`src/rtl/pc_fetch_queue_pkg.sv`:
```
// Shared definitions for the prefetching fetch queue: hold levels, bus tie-offs and counter sizing.
// The optional FETCH_BYPASS_EN macro is consumed by pc_fetch_queue.sv.
package pc_fetch_queue_pkg;

   localparam int HOLD_FLAG_W = 3;

   typedef enum logic [HOLD_FLAG_W-1:0] {
      HOLD_NONE = 3'b000,
      HOLD_PC   = 3'b001,
      HOLD_IF   = 3'b010,
      HOLD_ID   = 3'b011
   } hold_e;

   localparam logic       WRITE_DISABLE = 1'b0;
   localparam logic [3:0] BYTE_EN_NONE  = 4'h0;

   function automatic int cnt_width(input int depth);
      return $clog2(depth + 1);
   endfunction

endpackage

```
`src/rtl/pc_fetch_queue_if.sv`:
```
// Icache master/slave port of the fetch queue; the fetcher takes the master modport.
interface pc_fetch_queue_if #(
   parameter int DATA_W       = 32,
   parameter int CACHE_ADDR_W = 25
);
   logic [CACHE_ADDR_W-1:0] o_p_addr;
   logic [3:0]              o_p_byte_en;
   logic [DATA_W-1:0]       o_p_writedata;
   logic                    o_p_read;
   logic                    o_p_write;
   logic [DATA_W-1:0]       i_p_readdata;
   logic                    i_p_readdata_valid;
   logic                    i_p_waitrequest;

   modport master (
      output o_p_addr, o_p_byte_en, o_p_writedata, o_p_read, o_p_write,
      input  i_p_readdata, i_p_readdata_valid, i_p_waitrequest
   );

   modport slave (
      input  o_p_addr, o_p_byte_en, o_p_writedata, o_p_read, o_p_write,
      output i_p_readdata, i_p_readdata_valid, i_p_waitrequest
   );
endinterface

```
`src/rtl/pc_fetch_queue_fetch_fifo.sv`:
```
// In-order instruction buffer holding {addr, data} entries; flush empties it in one cycle.
module fetch_fifo #(
   parameter int  WIDTH = 64,
   parameter int  DEPTH = 4,
   localparam int CW    = $clog2(DEPTH + 1),
   localparam int PW    = $clog2(DEPTH)
) (
   input  logic             clk,
   input  logic             rst,
   input  logic             push,
   input  logic [WIDTH-1:0] push_data,
   input  logic             pop,
   output logic [WIDTH-1:0] pop_data,
   input  logic             flush,
   output logic             full,
   output logic             empty,
   output logic [CW-1:0]    count
);

   logic [WIDTH-1:0] mem [DEPTH];
   logic [PW-1:0]    wr_ptr;
   logic [PW-1:0]    rd_ptr;

   // Pointers wrap naturally because DEPTH is a power of two.
   always_ff @(posedge clk) begin
      if (rst || flush) begin
         wr_ptr <= '0;
         rd_ptr <= '0;
         count  <= '0;
      end else begin
         if (push) wr_ptr <= wr_ptr + PW'(1);
         if (pop)  rd_ptr <= rd_ptr + PW'(1);
         count <= count + CW'(push) - CW'(pop);
      end
   end

   always_ff @(posedge clk) begin
      if (push) mem[wr_ptr] <= push_data;
   end

   assign pop_data = mem[rd_ptr];
   assign full     = (count == CW'(DEPTH));
   assign empty    = (count == '0);

endmodule

```
`src/rtl/pc_fetch_queue.sv`:
```
// Prefetching fetch unit: credit-limited icache reads feeding an in-order FIFO, with jump flush.
// Define FETCH_BYPASS_EN to let a response skip the empty FIFO straight into the output register.
module pc_fetch_queue
   import pc_fetch_queue_pkg::*;
#(
   parameter int ADDR_W          = 32,
   parameter int DATA_W          = 32,
   parameter int CACHE_ADDR_W    = 25,
   parameter int FIFO_DEPTH      = 4,
   parameter int MAX_OUTSTANDING = 2,
   parameter int ADDR_INC        = 1
) (
   input  logic                   clk,
   input  logic                   rst,
   input  logic                   jtag_reset_flag_i,
   input  logic                   jump_flag_i,
   input  logic [ADDR_W-1:0]      jump_addr_i,
   input  logic [HOLD_FLAG_W-1:0] hold_flag_i,
   output logic [ADDR_W-1:0]      inst_addr_o,
   output logic [DATA_W-1:0]      inst_o,
   output logic                   inst_valid,
   pc_fetch_queue_if.master       cache
);

   localparam int CW = cnt_width(FIFO_DEPTH);
   localparam int FW = CACHE_ADDR_W - 2;
   localparam int EW = ADDR_W + DATA_W;

   logic              sys_rst;
   logic [FW-1:0]     fetch_pc;
   logic [ADDR_W-1:0] resp_pc;
   logic [CW-1:0]     outstanding;
   logic [CW-1:0]     drop_cnt;
   logic [CW-1:0]     fifo_count;
   logic [CW:0]       credit_sum;
   logic              fifo_full;
   logic              fifo_empty;
   logic              issue;
   logic              resp;
   logic              accept;
   logic              held;
   logic              pop;
   logic              push;
   logic              bypass;
   logic [EW-1:0]     head;

   assign sys_rst    = rst | jtag_reset_flag_i;
   assign credit_sum = {1'b0, outstanding} + {1'b0, fifo_count};
   assign resp       = cache.i_p_readdata_valid;
   assign held       = (hold_flag_i > HOLD_PC);

   // Every FIFO slot is reserved by either a buffered word or a read still in flight.
   assign issue  = !sys_rst && !jump_flag_i && !cache.i_p_waitrequest
                   && (credit_sum < (CW+1)'(FIFO_DEPTH))
                   && (outstanding < CW'(MAX_OUTSTANDING));
   assign accept = resp && !jump_flag_i && (drop_cnt == '0);
   assign pop    = !fifo_empty && !held && !jump_flag_i;

`ifdef FETCH_BYPASS_EN
   assign bypass = accept && fifo_empty && !held;
`else
   assign bypass = 1'b0;
`endif

   assign push = accept && !bypass;

   assign cache.o_p_addr      = {2'b00, fetch_pc};
   assign cache.o_p_byte_en   = BYTE_EN_NONE;
   assign cache.o_p_writedata = '0;
   assign cache.o_p_read      = issue;
   assign cache.o_p_write     = WRITE_DISABLE;

   fetch_fifo #(
      .WIDTH (EW),
      .DEPTH (FIFO_DEPTH)
   ) u_fifo (
      .clk       (clk),
      .rst       (sys_rst),
      .push      (push),
      .push_data ({resp_pc, cache.i_p_readdata}),
      .pop       (pop),
      .pop_data  (head),
      .flush     (jump_flag_i),
      .full      (fifo_full),
      .empty     (fifo_empty),
      .count     (fifo_count)
   );

   // A jump must drop whatever is still in flight, minus a response landing in the jump cycle itself.
   always_ff @(posedge clk) begin
      if (sys_rst) begin
         fetch_pc    <= '0;
         resp_pc     <= '0;
         outstanding <= '0;
         drop_cnt    <= '0;
      end else begin
         outstanding <= outstanding + CW'(issue) - CW'(resp);
         if (jump_flag_i) begin
            fetch_pc <= jump_addr_i[FW-1:0];
            resp_pc  <= jump_addr_i;
            drop_cnt <= outstanding - CW'(resp);
         end else begin
            if (issue)                    fetch_pc <= fetch_pc + FW'(ADDR_INC);
            if (resp && drop_cnt != '0)   drop_cnt <= drop_cnt - CW'(1);
            if (accept)                   resp_pc  <= resp_pc + ADDR_W'(ADDR_INC);
         end
      end
   end

   always_ff @(posedge clk) begin
      if (sys_rst || jump_flag_i) begin
         inst_valid  <= 1'b0;
         inst_addr_o <= '0;
         inst_o      <= '0;
      end else if (pop) begin
         inst_valid                <= 1'b1;
         {inst_addr_o, inst_o}     <= head;
      end else if (bypass) begin
         inst_valid  <= 1'b1;
         inst_addr_o <= resp_pc;
         inst_o      <= cache.i_p_readdata;
      end else begin
         inst_valid  <= 1'b0;
         inst_addr_o <= '0;
         inst_o      <= '0;
      end
   end

   no_push_when_full: assert property (@(posedge clk) disable iff (sys_rst)
      !(push && fifo_full));

endmodule

```
`src/flat_wrapper.sv`:
```
// flat-port wrapper written by rule: the top's interface ports become plain ports
module pc_fetch_queue_flat import pc_fetch_queue_pkg::*;
#(
   parameter int ADDR_W          = 32,
   parameter int DATA_W          = 32,
   parameter int CACHE_ADDR_W    = 25,
   parameter int FIFO_DEPTH      = 4,
   parameter int MAX_OUTSTANDING = 2,
   parameter int ADDR_INC        = 1
)
  (clk, rst, jtag_reset_flag_i, jump_flag_i, jump_addr_i, hold_flag_i, inst_addr_o, inst_o, inst_valid, cache_o_p_addr, cache_o_p_byte_en, cache_o_p_writedata, cache_o_p_read, cache_o_p_write, cache_i_p_readdata, cache_i_p_readdata_valid, cache_i_p_waitrequest);
  pc_fetch_queue_if #(.DATA_W(DATA_W), .CACHE_ADDR_W(CACHE_ADDR_W)) cache_i ();
  input  logic clk;
  input  logic rst;
  input  logic jtag_reset_flag_i;
  input  logic jump_flag_i;
  input  logic [ADDR_W-1:0] jump_addr_i;
  input  logic [HOLD_FLAG_W-1:0] hold_flag_i;
  output logic [ADDR_W-1:0] inst_addr_o;
  output logic [DATA_W-1:0] inst_o;
  output logic inst_valid;
  output wire logic [$bits(cache_i.o_p_addr)-1:0] cache_o_p_addr;
  output wire logic [$bits(cache_i.o_p_byte_en)-1:0] cache_o_p_byte_en;
  output wire logic [$bits(cache_i.o_p_writedata)-1:0] cache_o_p_writedata;
  output wire logic [$bits(cache_i.o_p_read)-1:0] cache_o_p_read;
  output wire logic [$bits(cache_i.o_p_write)-1:0] cache_o_p_write;
  input wire logic [$bits(cache_i.i_p_readdata)-1:0] cache_i_p_readdata;
  input wire logic [$bits(cache_i.i_p_readdata_valid)-1:0] cache_i_p_readdata_valid;
  input wire logic [$bits(cache_i.i_p_waitrequest)-1:0] cache_i_p_waitrequest;
  assign cache_o_p_addr = cache_i.o_p_addr;
  assign cache_o_p_byte_en = cache_i.o_p_byte_en;
  assign cache_o_p_writedata = cache_i.o_p_writedata;
  assign cache_o_p_read = cache_i.o_p_read;
  assign cache_o_p_write = cache_i.o_p_write;
  assign cache_i.i_p_readdata = cache_i_p_readdata;
  assign cache_i.i_p_readdata_valid = cache_i_p_readdata_valid;
  assign cache_i.i_p_waitrequest = cache_i_p_waitrequest;
  pc_fetch_queue #(.ADDR_W(ADDR_W), .DATA_W(DATA_W), .CACHE_ADDR_W(CACHE_ADDR_W), .FIFO_DEPTH(FIFO_DEPTH), .MAX_OUTSTANDING(MAX_OUTSTANDING), .ADDR_INC(ADDR_INC)) u_core (.clk(clk), .rst(rst), .jtag_reset_flag_i(jtag_reset_flag_i), .jump_flag_i(jump_flag_i), .jump_addr_i(jump_addr_i), .hold_flag_i(hold_flag_i), .inst_addr_o(inst_addr_o), .inst_o(inst_o), .inst_valid(inst_valid), .cache(cache_i));
endmodule
```
`config.mk`:
```
export PLATFORM = sky130hd
export DESIGN_NAME = pc_fetch_queue_flat
export DESIGN_NICKNAME = d
export VERILOG_FILES = /design/src/rtl/pc_fetch_queue_pkg.sv /design/src/rtl/pc_fetch_queue_if.sv /design/src/rtl/pc_fetch_queue_fetch_fifo.sv /design/src/rtl/pc_fetch_queue.sv /design/src/flat_wrapper.sv
export SDC_FILE = /design/constraint.sdc
export NUM_CORES = 1
export LEC_CHECK = 0
export ABC_AREA = 1
export CORE_ASPECT_RATIO = 0.75
export CORE_MARGIN = 2
export CORE_UTILIZATION = 50
export CTS_CLUSTER_DIAMETER = 30
export DETAILED_ROUTE_END_ITERATION = 16
export GPL_TIMING_DRIVEN = 0
export PLACE_DENSITY = 0.82
export SETUP_SLACK_MARGIN = 0.4
export SYNTH_ARGS = -nofsm -noshare
export SYNTH_HDL_FRONTEND = slang
export SYNTH_SLANG_ARGS = --single-unit
```
`constraint.sdc`:
```
create_clock -name clk -period 4.2 [get_ports clk]
set_input_delay 0.63 -clock clk [delete_from_list [all_inputs] [get_ports clk]]
set_output_delay 0.63 -clock clk [all_outputs]
set_load 0.01 [all_outputs]
```
==> qor.json, run 1 <==
{
  "run_status": "complete, no violations",
  "timing.critical_path.cells": "ha_1 > nand2_1 > nor2_1 > nor2_1 > nand2_4 > inv_2 > buf_4 > clkdlybuf4s50_1",
  "cts.path.max_buffers": 3,
  "all_layer_global_routing_usage_pct": 25.3,
  "post-cts-setup-buffer-count": 0,
  "dr.first_iter.drc_count": 1380,
  "htree_num_levels": 2,
  "post_synthesis_instance_area_um2": 16300,
  "critical-path-top-cell-by-count": "nor2_1",
  "worstPathBufferInverterCount": 3,
  "dominantRegCellSynth": "edfxtp_1",
  "vias": 12800,
  "netlist.top_cell.by_area": "edfxtp_1",
  "kind_of_cell_adding_the_most_delay_to_the_critical_path": "buffers and inverters",
  "routability_congestion": 0.930,
  "cts_repair_resize_count": 0,
  "timing.critical_path.arrival_ps": 2570,
  "vdd.ir_drop.worst_uv": 323,
  "crit_fanout": 10,
  "routed_wirelength_mm": 43.4,
  "design.final.nets": 1998,
  "cts_buf_count": 58,
  "fp.coreArea_um2": 32200,
  "synth-edff-count": 256,
  "pin_count": 201,
  "synthesis.yosys.warnings": 0,
  "cts_sinks": 389,
  "timing.slew.headroom_pct": 50.1,
  "grt_util_met3_pct": 4.68,
  "grt_overflow": 0,
  "global_route_wire_length_before_repair_mm": 66.6,
  "maximum_number_of_pins_on_one_net_before_global_route_repair": 27,
  "cts-root-buf": "clkbuf_16",
  "timing.critical_path.slowest_cell_delay_ps": 560,
  "post_synth_inst_count": 1640,
  "synth_cell_type_count": 38,
  "cts_hold_buf": 0,
  "ys_seq_area_share_pct": 63.6,
  "netlist_top_cells_area": "edfxtp_1 47%, dfxtp_1 16%, nor2_1 7.7%, nand2_1 5.2%, o21ai_0 5.0%",
  "final_max_slew_viol_count": 0,
  "total_leakage_power_nw": 7.85,
  "grt_antenna_before_repair": 0,
  "post-dp-hpwl_mm": 27.9,
  "layout_min_cycle_time_ps": 3200,
  "busiest_layer": "met2",
  "max_slew.worst_pin.slew_ps": 746,
  "initial_utilization_pct": 50.5,
  "ant_nets": 0,
  "route.detailed.vias_per_inst": 5.34,
  "timing.critical_path.required_ps": 3570,
  "finalCritPeriodShare_pct": 76.2,
  "critPathKind": "flip-flop to output port",
  "gr-usage-met1_pct": 34.5,
  "tritoncts": "yes",
  "detail_route.wl_per_cell_um": 18.1,
  "fp.dieH_um": 160,
  "die_width_um": 212,
  "worst_skew_pair.late_latency_ps": 610,
  "filler_cell_count": 2378,
  "drcViolationCount": 0,
  "timing.final.setup_violations": 0,
  "clkSlewWorstSetupHoldPaths_ps": 50,
  "max_freq_mhz": 312,
  "place_inst": 2289,
  "cp_startpoint_kind": "flip-flop",
  "post_synthesis_mean_instance_area_um2": 9.92,
  "area_share_of_the_largest_cell_type_after_synthesis_pct": 47.2,
  "final_layout_size_suffix_gt1_share_pct": 12.0,
  "grt_pass1_vias": 12500,
  "hold_path.class": "flip-flop to flip-flop",
  "hold_slack_ps": 523,
  "cp_slowest_cell": "clkdlybuf4s50_1",
  "area_growth_syn_to_layout_pct": 28.9,
  "timing.final.hold_violations": 0,
  "die_area_um2": 34000,
  "fin_worst_skew_ps": 37.0,
  "io_buffers": 160,
  "grt_util_met2_pct": 41.2,
  "antenna_cells_inserted": 0,
  "power_density_nw_per_um2": 470,
  "setup_repair_after_global_routing_missed_its_margin": "false",
  "drt-pass1-iter-count": 5,
  "ys_seq_elements": 389,
  "drv.max_cap_violation_count": 0,
  "final_cell_count_no_fill": 2399,
  "synthTopCellsByCount": "335 x nor2_1, 256 x edfxtp_1, 227 x nand2_1, 164 x o21ai_0, 133 x dfxtp_1",
  "setup.worst_path.end_class": "output port",
  "async_flop_share_pct": 0,
  "synth_most_common_cell": "nor2_1",
  "placement_rows": 57
}
==> path summary, 6_finish.rpt <==
kind | startpoint | endpoint | slack (ps) | cells past startpoint
worst max-delay path | u_core.u_fifo.count[1] | cache_o_p_read | 1000 | 8
worst min-delay path | u_core.u_fifo.mem[3][4] | u_core.inst_o[4] | 520 | 2
worst max register to register | u_core.u_fifo.count[1] | u_core.outstanding[2] | 1650 | 12
worst min register to register | u_core.u_fifo.mem[3][4] | u_core.inst_o[4] | 520 | 2
==> routing by layer <==
layer  part of all wire, %  up-vias  wire, um
met5                     0        -         0
met4                   2.2        0       938
met1                    40     6022     17500
met2                    48      752     20700
li1                      -     5957         -
met3                   9.9       82      4320
==> where the power goes <==
group / switching (W) / total, W / internal, W
logic: 0.000239 / 0.000420 / 0.000181
registers: 0.0000561 / 0.00420 / 0.00414
clock network: 0.00194 / 0.00524 / 0.00330
total: 0.00224 / 0.00986 / 0.00762
==> per-stage QoR <==
| step | cell area (um2) | power (W) | setup TNS [ps] | worst slack, ps | util (%) |
|---|---|---|---|---|---|
| 2_1_floorplan | 16400 | 0.00448 | -11610 | -45.3 | - |
| 3_3_place_gp | 18600 | 0.00465 | -660730 | -2660 | 57.6 |
| 3_5_place_dp | 18800 | 0.00468 | 0 | 980 | 58.4 |
| 4_1_cts | 21000 | 0.00987 | 0 | 977 | 65.1 |
| 5_1_grt | 21000 | 0.0101 | 0 | 834 | 65.1 |
| 6_report | 21000 | 0.00986 | 0 | 1000 | 65.1 |
==> kinds of logic (layout without fill, tap and decap cells) <==
kind of cell / Yosys count / in the layout / synth area share [%]
AO/OA/AOI/OAI: 299 / 299 / 9.60
flip-flops: 389 / 389 / 63.6
AND/OR/NAND/NOR: 679 / 679 / 17.6
XOR/XNOR: 18 / 18 / 0.969
adder cells (fa/ha/maj): 18 / 18 / 1.48
buffers and inverters: 236 / 515 / 6.77
other: 1 / 39 / 0.0230
==> final cells by class <==
type | instances | area [um2] | area share, %
repair buffers | 169 | 1820 | 8.67
flip-flops and latches | 389 | 10300 | 49.3
clock inverters | 44 | 633 | 3.02
multi-input cells | 1053 | 4990 | 23.8
inverters | 124 | 465 | 2.22
clock buffers | 66 | 1520 | 7.26
plain buffers | 112 | 636 | 3.03
well taps | 442 | 553 | 2.64
==> state kept, by name, indices dropped and copies added, names as in the netlist, 2 cells and up <==
register              count
u_core.u_fifo.mem       256
u_core.inst_addr_o       32
u_core.inst_o            32
u_core.resp_pc           32
u_core.fetch_pc          23
u_core.drop_cnt           3
u_core.outstanding        3
u_core.u_fifo.count       3
u_core.u_fifo.rd_ptr      2
u_core.u_fifo.wr_ptr      2
==> layout by cell type, fill, tap and decap left out, drive strengths merged, types with 2 or more instances in the layout <==
| cell type | Yosys | routed |
|---|---|---|
| a21oi | 113 | 113 |
| a22o | 2 | 2 |
| a31oi | 11 | 11 |
| and2 | 2 | 2 |
| buf | 82 | 91 |
| bufinv | 0 | 10 |
| clkbuf | 30 | 96 |
| clkdlybuf4s50 | 0 | 160 |
| clkinv | 0 | 13 |
| clkinvlp | 0 | 8 |
| conb | 1 | 39 |
| dfxtp | 133 | 133 |
| edfxtp | 256 | 256 |
| fa | 2 | 2 |
| ha | 16 | 16 |
| inv | 124 | 137 |
| nand2 | 237 | 237 |
| nand3 | 75 | 75 |
| nand4 | 9 | 9 |
| nor2 | 353 | 353 |
| nor3 | 2 | 2 |
| o21ai | 168 | 168 |
| xnor2 | 10 | 10 |
| xor2 | 8 | 8 |
==> worst reg2reg max path: stages (launching register included) <==
cell	delay (ps)
dfxtp_1	460
ha_1	280
nand2_1	60
nor2_1	40
nor2_1	170
nand2_4	120
buf_4	200
ha_1	280
inv_1	40
ha_1	180
fa_1	380
xor2_1	140
nor2_1	60
(Power assumes the default switching activity.)
==> run 2: changes to the inputs <==
Settings changed: CORE_UTILIZATION 50 to 56, PLACE_DENSITY 0.82 to 0.86.
Clock period 4.2 ns to 3.3 ns, I/O delays scaled along.
==> run 2 against run 1 <==
Against the previous run: worst hold slack gained 0.70 ps; worst setup slack lost 400 ps; sequential power grew 27%; largest cell class unchanged; highest routed layer unchanged.
==> qor.json, run 2 (same netlist as run 1, synthesis figures left out) <==
{
  "busiest_layer": "met2",
  "crit_fanout": {"value": 10, "change": "unchanged"},
  "detail_route.wl_per_cell": {"value": 18.5, "unit": "um", "change": "+2.4%"},
  "grt_overflow": {"value": 0, "change": "unchanged"},
  "clkSlewWorstSetupHoldPaths": {"value": 50, "unit": "ps", "change": "about the same"},
  "fp.coreArea": {"value": 28900, "unit": "um2", "change": "-11%"},
  "fin_worst_skew": {"value": 19.2, "unit": "ps", "change": "-17.7 ps"},
  "timing.slew.headroom": {"value": 49.0, "unit": "%", "change": "-1.1 points"},
  "routed_wirelength": {"value": 43.4, "unit": "mm", "change": "about the same"},
  "grt_antenna_before_repair": {"value": 0, "change": "unchanged"},
  "route.detailed.vias_per_inst": {"value": 5.53, "change": "+3.5%"},
  "drv.max_cap_violation_count": {"value": 0, "change": "unchanged"},
  "layout_setup_ws": {"value": 598, "unit": "ps", "change": "-402 ps"},
  "ant_nets": {"value": 0, "change": "unchanged"},
  "maximum_number_of_pins_on_one_net_before_global_route_repair": {"value": 32, "change": "+19%"},
  "placement_rows": {"value": 54, "change": "-5.3%"},
  "grt_util_met2": {"value": 47.8, "unit": "%", "change": "+6.6 points"},
  "vdd.ir_drop.worst": {"value": 385, "unit": "uV", "change": "+19%"},
  "gr-usage-met1": {"value": 36.3, "unit": "%", "change": "+1.8 points"},
  "vias": {"value": 12900, "change": "+1.0%"},
  "max_freq_mhz": 370,
  "final_cell_count_no_fill": {"value": 2342, "change": "-2.4%"},
  "setup.worst_path.end_class": "output port",
  "design.final.nets": {"value": 1994, "change": "-0.20%"},
  "grt_pass1_vias": {"value": 12500, "change": "+0.14%"},
  "timing.final.setup_violations": {"value": 0, "change": "unchanged"},
  "timing.critical_path.required": {"value": 2800, "unit": "ps", "change": "-770 ps"},
  "cts_buf_count": {"value": 55, "change": "-5.2%"},
  "max_slew.worst_pin.slew": {"value": 763, "unit": "ps", "change": "+16.7 ps"},
  "all_layer_global_routing_usage": {"value": 28.0, "unit": "%", "change": "+2.7 points"},
  "cts-root-buf": "clkbuf_16",
  "max_flop_register": "u_core.u_fifo.mem",
  "final_core_utilization": {"value": 71.3, "unit": "%", "change": "+6.2 points"},
  "final_layout_size_suffix_gt1_share": {"value": 11.6, "unit": "%", "change": "-0.32 points"},
  "final_max_slew_viol_count": {"value": 0, "change": "unchanged"},
  "cp_startpoint_kind": "flip-flop",
  "timing.final.hold_violations": {"value": 0, "change": "unchanged"},
  "hold_path.class": "flip-flop to flip-flop",
  "layout_commonest_cell": "nor2_1",
  "finalCritPeriodShare_pct": 81.9,
  "dr.first_iter.drc_count": {"value": 1297, "change": "-6.0%"},
  "timing.critical_path.arrival": {"value": 2210, "unit": "ps", "change": "-360 ps"},
  "pin_count": {"value": 201, "change": "unchanged"},
  "drt-pass1-iter-count": {"value": 7, "change": "+2"},
  "tritoncts": "yes",
  "max_ffs_per_register": {"value": 256, "change": "unchanged"},
  "critPathKind": "flip-flop to output port",
  "cts_sinks": {"value": 389, "change": "unchanged"},
  "dp_slack": {"value": 312, "unit": "ps", "change": "-668 ps"},
  "power_density": {"value": 568, "unit": "nW/um2", "change": "+21%"},
  "routability_congestion": {"value": 0.926, "change": "-0.38%"},
  "cts.path.max_buffers": {"value": 3, "change": "unchanged"},
  "htree_num_levels": {"value": 2, "change": "unchanged"},
  "die_area": {"value": 30500, "unit": "um2", "change": "-10%"},
  "final_cell_mix": "331 x nor2_1, 256 x edfxtp_1, 227 x nand2_1",
  "post-dp-hpwl": {"value": 27.6, "unit": "mm", "change": "-0.80%"},
  "place_inst": {"value": 2238, "change": "-2.2%"},
  "hold_slack": {"value": 524, "unit": "ps", "change": "+0.701 ps"},
  "layout_min_cycle_time_ps": 2700,
  "initial_utilization": {"value": 56.4, "unit": "%", "change": "+5.9 points"},
  "worst_skew_pair.late_latency": {"value": 580, "unit": "ps", "change": "-30 ps"},
  "fp.dieH": {"value": 152, "unit": "um", "change": "-5.4%"},
  "setup_repair_after_global_routing_missed_its_margin": "false",
  "die_width": {"value": 201, "unit": "um", "change": "-5.4%"},
  "antenna_cells_inserted": {"value": 0, "change": "unchanged"},
  "area_growth_syn_to_layout_pct": 26.4,
  "final.setup.tns": {"value": 0, "unit": "ps", "change": "unchanged"},
  "global_route_wire_length_before_repair": {"value": 66.0, "unit": "mm", "change": "-0.94%"},
  "drcViolationCount": {"value": 0, "change": "unchanged"},
  "total_leakage_power": {"value": 7.71, "unit": "nW", "change": "-1.8%"},
  "io_buffers": {"value": 160, "change": "unchanged"},
  "grt_util_met3": {"value": 5.37, "unit": "%", "change": "+0.69 points"},
  "post-cts-setup-buffer-count": {"value": 0, "change": "unchanged"},
  "filler_cell_count": {"value": 1854, "change": "-22%"},
  "run_status": "complete, no violations"
}
run 2: metrics by stage:
stage	area (um2)	total power, W
2_1_floorplan	16400	0.00570
3_3_place_gp	18500	0.00591
3_5_place_dp	18700	0.00595
4_1_cts	20600	0.0117
5_1_grt	20600	0.0119
6_report	20600	0.0117
run 2: worst paths after layout:
| check | depth (start not counted) | slack (ps) | end | startpoint |
|---|---|---|---|---|
| setup reg to reg | 12 | 840 | u_core.outstanding[2] | u_core.u_fifo.count[1] |
| hold / removal | 2 | 520 | u_core.inst_o[30] | u_core.u_fifo.mem[3][30] |
| setup / recovery | 8 | 600 | cache_o_p_read | u_core.u_fifo.count[1] |
| hold reg to reg | 2 | 520 | u_core.inst_o[30] | u_core.u_fifo.mem[3][30] |
run 2: timing repair:
item / 4_1_cts / 5_1_grt
resized for setup: 3 / 0
endpoints found under the setup margin: 1 / 0
hold buffers: 0 / 0
run 2: power by group:
group / internal (W) / leakage, nW / switching (W) / total (W)
Sequential: 0.00527 / 3.37 / 0.0000716 / 0.00534
Combinational: 0.000224 / 3.44 / 0.000304 / 0.000528
Clock: 0.00353 / 0.890 / 0.00228 / 0.00581
Total: 0.00902 / 7.71 / 0.00265 / 0.0117
run 2: area by class of cell:
| cell class | count | area [um2] | area share, % |
|---|---|---|---|
| multi-input combinational | 1053 | 4990 | 24.3 |
| timing repair buffer | 168 | 1780 | 8.67 |
| sequential | 389 | 10400 | 50.3 |
| inverter | 124 | 465 | 2.26 |
| clock buffer | 62 | 1410 | 6.87 |
| buffer | 112 | 636 | 3.09 |
| clock inverter | 42 | 439 | 2.13 |
| tap | 392 | 490 | 2.38 |
run 2: routing by layer:
| metal | part of all wire [%] | wire length (um) | up-vias |
|---|---|---|---|
| met3 | 11 | 4840 | 113 |
| met1 | 38 | 16600 | 6028 |
| met5 | 0 | 0 | - |
| met2 | 48 | 20700 | 848 |
| met4 | 2.7 | 1170 | 0 |
| li1 | - | - | 5958 |
run 2: worst max-delay path, cell delays in order, from the launching register on:
cell and delay (ps):
dfxtp_2 350, ha_1 300, nand2_1 60, nor2_1 40, nor2_1 160, nand2_4 110
inv_2 110, buf_4 190, dlygate4sd2_1 290
